--- config.mk ---
export PLATFORM = sky130hd
export DESIGN_NAME = stepper_microstep_drive
export DESIGN_NICKNAME = d
export VERILOG_FILES = /design/src/rtl/stepper_pkg.sv /design/src/rtl/stepper_microstep_drive_coil_pwm.sv /design/src/rtl/stepper_microstep_drive.sv
export SDC_FILE = /design/constraint.sdc
export NUM_CORES = 1
export LEC_CHECK = 0
export ABC_AREA = 0
export CORE_MARGIN = 4
export CORE_UTILIZATION = 40
export DETAILED_ROUTE_END_ITERATION = 6
export GPL_ROUTABILITY_DRIVEN = 0
export PLACE_DENSITY = 0.68
export SYNTH_ARGS = -nofsm -noshare
export SYNTH_HDL_FRONTEND = slang
export SYNTH_SLANG_ARGS = --single-unit
--- constraint.sdc ---
create_clock -name clock -period 5.5 [get_ports clock]
set_clock_uncertainty 0.15 [all_clocks]
set_input_delay 1.1 -clock clock [delete_from_list [all_inputs] [get_ports clock]]
set_output_delay 1.1 -clock clock [all_outputs]
set_load 0.02 [all_outputs]
--- src/rtl/stepper_pkg.sv ---
// stepper_pkg: shared types and helpers for the microstepping stepper driver.
//   state_e        : drive state (IDLE / RUN)
//   COIL_A..COIL_D : bit positions of each coil inside the 4-bit pin vector
//   COS_TABLE      : 8-bit cosine duty levels for quarter-phase indices 0..4
//   phase_duties() : maps a phase index to the four coil duties (packed [3:0][7:0])
package stepper_pkg;

  typedef enum logic {
    IDLE = 1'b0,
    RUN  = 1'b1
  } state_e;

  localparam int COIL_A = 3;
  localparam int COIL_B = 2;
  localparam int COIL_C = 1;
  localparam int COIL_D = 0;

  localparam logic [7:0] DUTY_FULL = 8'd255;
  localparam logic [7:0] DUTY_OFF  = 8'd0;

  localparam logic [7:0] COS_TABLE [0:4] = '{8'd255, 8'd236, 8'd180, 8'd98, 8'd0};

  // The lead coil (bit 3-q) sits at COS[s*4/M] and fades out as s grows; the
  // following coil (bit 3-(q+1)) mirrors it at COS[(M-s)*4/M]. Scaling by 4/M
  // lets one 5-entry table serve every microstep resolution.
  function automatic logic [3:0][7:0] phase_duties(input logic [3:0] p,
                                                   input int unsigned micro_log2);
    logic [3:0][7:0] duty;
    logic [3:0]      m;
    logic [3:0]      s;
    logic [1:0]      q;
    logic [1:0]      lead;
    logic [1:0]      nxt;
    logic [2:0]      stp;
    logic [2:0]      idx_lead;
    logic [2:0]      idx_next;
    m        = 4'(1 << micro_log2);
    q        = 2'(p >> micro_log2);
    s        = p & (m - 4'd1);
    stp      = 3'(4 >> micro_log2);
    lead     = 2'(COIL_A) - q;
    nxt      = 2'(COIL_A) - (q + 2'd1);
    idx_lead = 3'(s * stp);
    idx_next = 3'((m - s) * stp);
    duty       = '0;
    duty[lead] = COS_TABLE[idx_lead];
    duty[nxt]  = COS_TABLE[idx_next];
    return duty;
  endfunction

endpackage

--- src/rtl/stepper_microstep_drive_coil_pwm.sv ---
// coil_pwm: per-coil PWM comparator against the shared free-running counter.
//   duty : 8-bit duty level (255 = constant on, 0 = constant off)
//   pc   : shared 8-bit PWM counter
//   coil : PWM output for this coil
module coil_pwm
  import stepper_pkg::*;
(
  input  logic [7:0] duty,
  input  logic [7:0] pc,
  output logic       coil
);

  always_comb begin
    if (duty == DUTY_FULL) begin
      coil = 1'b1;
    end else if (duty == DUTY_OFF) begin
      coil = 1'b0;
    end else begin
      coil = (pc < duty);
    end
  end

endmodule

--- src/rtl/stepper_microstep_drive.sv ---
// stepper_microstep_drive: microstepping driver for a 4-wire unipolar stepper.
// Accepts move commands over valid/ready, steps the coil phase at the commanded
// rate, tracks signed absolute position and drives each coil through its own PWM.
// Ports:
//   clock, reset_n (sync, active-low)
//   cmd_valid/cmd_ready handshake; cmd_dir, cmd_steps, cmd_period sampled on accept
//   abort       : ends a running move (ignored when idle)
//   hold_en     : idle coils at half current (1) or released (0)
//   busy, done  : move in progress / one-cycle end-of-move pulse
//   position    : signed microstep position, wraps
//   stepperPins : coil drive, bit 3 = A .. bit 0 = D
module stepper_microstep_drive
  import stepper_pkg::*;
#(
  parameter int MICRO_LOG2  = 2,
  parameter int PERIOD_BITS = 24,
  parameter int COUNT_BITS  = 16,
  parameter int POS_BITS    = 16
) (
  input  logic                       clock,
  input  logic                       reset_n,
  input  logic                       cmd_valid,
  output logic                       cmd_ready,
  input  logic                       cmd_dir,
  input  logic [COUNT_BITS-1:0]      cmd_steps,
  input  logic [PERIOD_BITS-1:0]     cmd_period,
  input  logic                       abort,
  input  logic                       hold_en,
  output logic                       busy,
  output logic                       done,
  output logic signed [POS_BITS-1:0] position,
  output logic [3:0]                 stepperPins
);

  localparam int PHASE_W = MICRO_LOG2 + 2;

  function automatic logic [7:0] half_current(input logic [7:0] d);
    return d >> 1;
  endfunction

  state_e                       state;
  logic                         ready_en;
  logic                         done_q;
  logic [PHASE_W-1:0]           phase_q;
  logic signed [POS_BITS-1:0]   position_q;
  logic [7:0]                   pc_q;
  logic [3:0]                   pins_p1;

  logic [PERIOD_BITS-1:0]       timer_q;
  logic [PERIOD_BITS-1:0]       reload_q;
  logic [COUNT_BITS-1:0]        remaining_q;
  logic                         dir_q;

  logic                         accept;
  logic                         step_due;
  logic                         last_step;
  logic [PERIOD_BITS-1:0]       period_m1;

  logic [3:0][7:0]              duty_full;
  logic [3:0][7:0]              duty_p0;
  logic [3:0]                   pwm_bits;

  assign busy        = (state == RUN);
  assign cmd_ready   = ready_en & ~busy;
  assign done        = done_q;
  assign position    = position_q;
  assign stepperPins = pins_p1;

  assign accept    = cmd_valid & cmd_ready;
  assign step_due  = busy & (timer_q == '0);
  assign last_step = (remaining_q == COUNT_BITS'(1));
  // A zero period behaves as one microstep per cycle.
  assign period_m1 = (cmd_period == '0) ? '0 : cmd_period - 1'b1;

  // ---- stage p0: phase -> coil duties -> PWM compare ----
  always_comb begin
    duty_full = phase_duties(4'(phase_q), MICRO_LOG2);
    duty_p0   = '0;
    for (int i = 0; i < 4; i++) begin
      if (busy) begin
        duty_p0[i] = duty_full[i];
      end else if (hold_en) begin
        duty_p0[i] = half_current(duty_full[i]);
      end else begin
        duty_p0[i] = DUTY_OFF;
      end
    end
  end

  for (genvar g = 0; g < 4; g++) begin : g_coil
    coil_pwm u_coil_pwm (
      .duty (duty_p0[g]),
      .pc   (pc_q),
      .coil (pwm_bits[g])
    );
  end

  // ---- stage p1: registered control, counters and coil pins ----
  always_ff @(posedge clock) begin
    if (!reset_n) begin
      state      <= IDLE;
      ready_en   <= 1'b0;
      done_q     <= 1'b0;
      phase_q    <= '0;
      position_q <= '0;
      pc_q       <= '0;
      pins_p1    <= '0;
    end else begin
      ready_en <= 1'b1;
      done_q   <= 1'b0;
      pc_q     <= pc_q + 8'd1;
      pins_p1  <= pwm_bits;
      case (state)
        IDLE: begin
          if (accept) begin
            if (cmd_steps == '0) begin
              done_q <= 1'b1;
            end else begin
              state <= RUN;
            end
          end
        end
        RUN: begin
          // Abort wins over a microstep falling due on the same edge.
          if (abort) begin
            state  <= IDLE;
            done_q <= 1'b1;
          end else if (step_due) begin
            phase_q    <= dir_q ? phase_q + 1'b1 : phase_q - 1'b1;
            position_q <= dir_q ? position_q + 1'b1 : position_q - 1'b1;
            if (last_step) begin
              state  <= IDLE;
              done_q <= 1'b1;
            end
          end
        end
        default: state <= IDLE;
      endcase
    end
  end

  // Move parameters: only meaningful while RUN, loaded on every accept.
  always_ff @(posedge clock) begin
    if (accept) begin
      timer_q     <= period_m1;
      reload_q    <= period_m1;
      remaining_q <= cmd_steps;
      dir_q       <= cmd_dir;
    end else if (busy) begin
      if (timer_q == '0) begin
        timer_q     <= reload_q;
        remaining_q <= remaining_q - 1'b1;
      end else begin
        timer_q <= timer_q - 1'b1;
      end
    end
  end

endmodule

==> impl_metrics.env <==
export IMPL_status="completed"
export IMPL_grt_pass1_wl_um=29200
export IMPL_h_tree_depth=3
export IMPL_path_clk_slew_ns=0.08
export IMPL_drive_gt1_share_pct=4.80
export IMPL_wl_per_cell_um=15.7
export IMPL_fp_dieW_um=144
export IMPL_ys_seq_area_share_pct=35.7
export IMPL_cts_made_buffers=9
export IMPL_hold_end="position[4]"
export IMPL_drc_errors=0
export IMPL_drtIter0Drc=595
export IMPL_ios=69
export IMPL_r2r_end="stepperPins[0]"
export IMPL_hpwl_um=12800
export IMPL_grt_use_total_pct=17.2
export IMPL_yosys_register_bits=100
export IMPL_place_ws_ns=1.18
export IMPL_viasPerCell=5.72
export IMPL_cp_start_kind="input pin"
export IMPL_antenna_left=0
export IMPL_synth_top_cell_area_share_pct=26.3
export IMPL_syn_nets=948
export IMPL_die_area_um2=20800
export IMPL_firstDrtPassIters=7
export IMPL_syn_area_per_cell_um2=8.82
export IMPL_path_cells="clkdlybuf4s50_1, nor2b_1, o21a_1, a21oi_1, o22ai_1, inv_1, ha_1, and3_1, nand3_1, nand4b_1, a211oi_1, a21oi_1, o2bb2ai_1"
export IMPL_wl_um=17600
export IMPL_setup_viol=0
export IMPL_path_max_fanout=10
export IMPL_max_slew_margin_pct=37.3
export IMPL_synth_top_cells_by_area="edfxtp_1 26%, ha_1 9.6%, dfxtp_1 9.4%"
export IMPL_rsz0062_at_grt="false"
export IMPL_cp_num_buf_inv=2
export IMPL_syn_inst=843
export IMPL_period_minus_slack_ns=4.03
export IMPL_post_route_period_util_pct=73.4
export IMPL_crit_reg2reg_launch="busy"
export IMPL_cts_hold_buf=0
export IMPL_yosys_warnings=0
export IMPL_die_height_um=144
export IMPL_grt_max_degree=46
export IMPL_fillers=1778
export IMPL_cts_tree="built"
export IMPL_async_reset_ff_share_pct=0
export IMPL_fmax_mhz=248
export IMPL_rrSetupSlack_ns=1.95
export IMPL_cp_end_kind="register"
export IMPL_cts_repair_resized=0
export IMPL_antennaDiodeCount=0
export IMPL_layout_commonest_cell="nand2_1"
export IMPL_num_nets_final=996
export IMPL_finalPower_w=0.00176
export IMPL_syn_to_final_growth_pct=15.6
export IMPL_irDropWorstVdd_mv=0.153
export IMPL_slew_violations=0
export IMPL_vias=6434
export IMPL_insertion_delay_ns=0.35
export IMPL_yosysUniqueCellTypes=72
export IMPL_cts_buffer_depth=2
export IMPL_layout_cells_most_common_list="77 x nand2_1, 76 x nor2_1, 68 x clkdlybuf4s50_1, 65 x edfxtp_1, 57 x ha_1"
export IMPL_antenna_found_initial=0
export IMPL_hold_viol_final=0
export IMPL_root_buffer="clkbuf_16"
export IMPL_arrival_ns=4.17
export IMPL_critPathMaxStageDelay_ns=0.60
export IMPL_crit_slowest_cell="clkdlybuf4s50_1"
export IMPL_netlist_area_um2=7430
export IMPL_r2r_cells=10
export IMPL_cap_violations=0
export IMPL_post_cts_setup_buffers=0
export IMPL_worst_setup_path_type="input pin to register"
export IMPL_worstMarginPinSlew_ns=0.940
export IMPL_crit_required_ns=5.64
export IMPL_setup_tns_final_ns=0
export IMPL_yosysTopAreaCell="edfxtp_1"
export IMPL_setup_slack_ns=1.47
export IMPL_rows=49
export IMPL_numClockSinks=100
export IMPL_synthFlopType="edfxtp_1"
export IMPL_overflow=0
export IMPL_hold_depth=2
export IMPL_core_area_um2=18100
export IMPL_p_leak_nw=3.18
export IMPL_start_util_pct=41.0
export IMPL_hp_class="register to register"
export IMPL_min_from="position[4]"
export IMPL_io_buffer_count=68
export IMPL_powerDensity_nw_per_um2=205
export IMPL_synth_edff_count=65
export IMPL_crit_top_cell="a21oi_1"
export IMPL_grt_pass1_vias=5911
export IMPL_crit_family="compound AO/OA/AOI/OAI gates"
## worst min-delay path: cells and delay by family, from the launching register on
family,cells,cell delay (ns)
AO/OA/AOI/OAI,1,0.06
flip-flops,1,0.32
AND/OR/NAND/NOR,1,0.05
## routing by layer
layer  vias up  global-route usage (%)  wire [um]
li1       3268                       -          -
met1      2974                    24.2       8500
met2       163                    27.4       7880
met3        29                    2.78        847
met4         0                    5.30        405
met5         -                       0          0
## per-stage QoR
stage | instance area, um^2 | cells | hold slack [ns] | utilization (%)
3_3_place_gp | 8300 | 1109 | 0.327 | 45.8
6_report | 8590 | 1125 | 0.330 | 47.3
2_1_floorplan | 7430 | 843 | 0.292 | -
4_1_cts | 8590 | 1125 | 0.334 | 47.3
5_1_grt | 8590 | 1125 | 0.369 | 47.3
3_5_place_dp | 8300 | 1109 | 0.324 | 45.8
## cell families after synthesis
group	share of synthesized area [%]
and+or+nand+nor	21.9
xor gates and xnor gates	7.31
DFF	35.7
adders and majority gates	10.1
muxes	0.976
buffers and inverters	3.42
AOI/OAI and AO/OA	20.6
## registers in the layout, indices dropped and copies added (netlist names)
register	count
timer_q	24
remaining_q	16
stepperPins	4
busy	1
pc_q	8
dir_q	1
position	16
ready_en	1
done	1
phase_q	4
reload_q	24
## layout make-up
cell class | count | area [um^2] | area share [%]
clock buffers | 9 | 225 | 2.62
multi-input cells | 681 | 4530 | 52.8
flip-flops and latches | 100 | 2650 | 30.9
well taps | 229 | 287 | 3.34
inverters | 22 | 82.6 | 0.961
clock inverters | 7 | 62.6 | 0.728
repair buffers | 77 | 748 | 8.71
## worst max-delay path by stage
stage	endpoint	cells past startpoint	from	slack, ns
floorplan	remaining_q[0]	7	timer_q[18]	1.57
global placement	stepperPins[3]	13	hold_en	1.31
detailed placement	stepperPins[1]	10	hold_en	1.18
CTS	stepperPins[1]	10	hold_en	1.57
global route	stepperPins[3]	13	hold_en	1.35
finish	stepperPins[3]	13	hold_en	1.47
## power by group
group	switching [W]	internal [W]
clock network	0.000318	0.000320
logic	0.000127	0.000113
registers	0.0000346	0.000846
## synth_stat cells, types with 7 or more instances
master,instances
o22ai_1,10
o31ai_1,8
clkbuf_1,32
nand2b_1,7
nor3_1,27
edfxtp_1,65
nor4_1,20
nor2_1,76
a21oi_1,48
and3_1,12
or3_1,13
xor2_1,18
a211oi_1,14
a21o_1,24
or4_1,9
ha_1,57
nor2b_1,13
xnor2_1,44
nand2_1,77
nand3_1,29
or2_2,7
dfxtp_1,35
inv_1,18
a22oi_1,8
o21ai_0,55
Power figures use the tool's default switching activity.
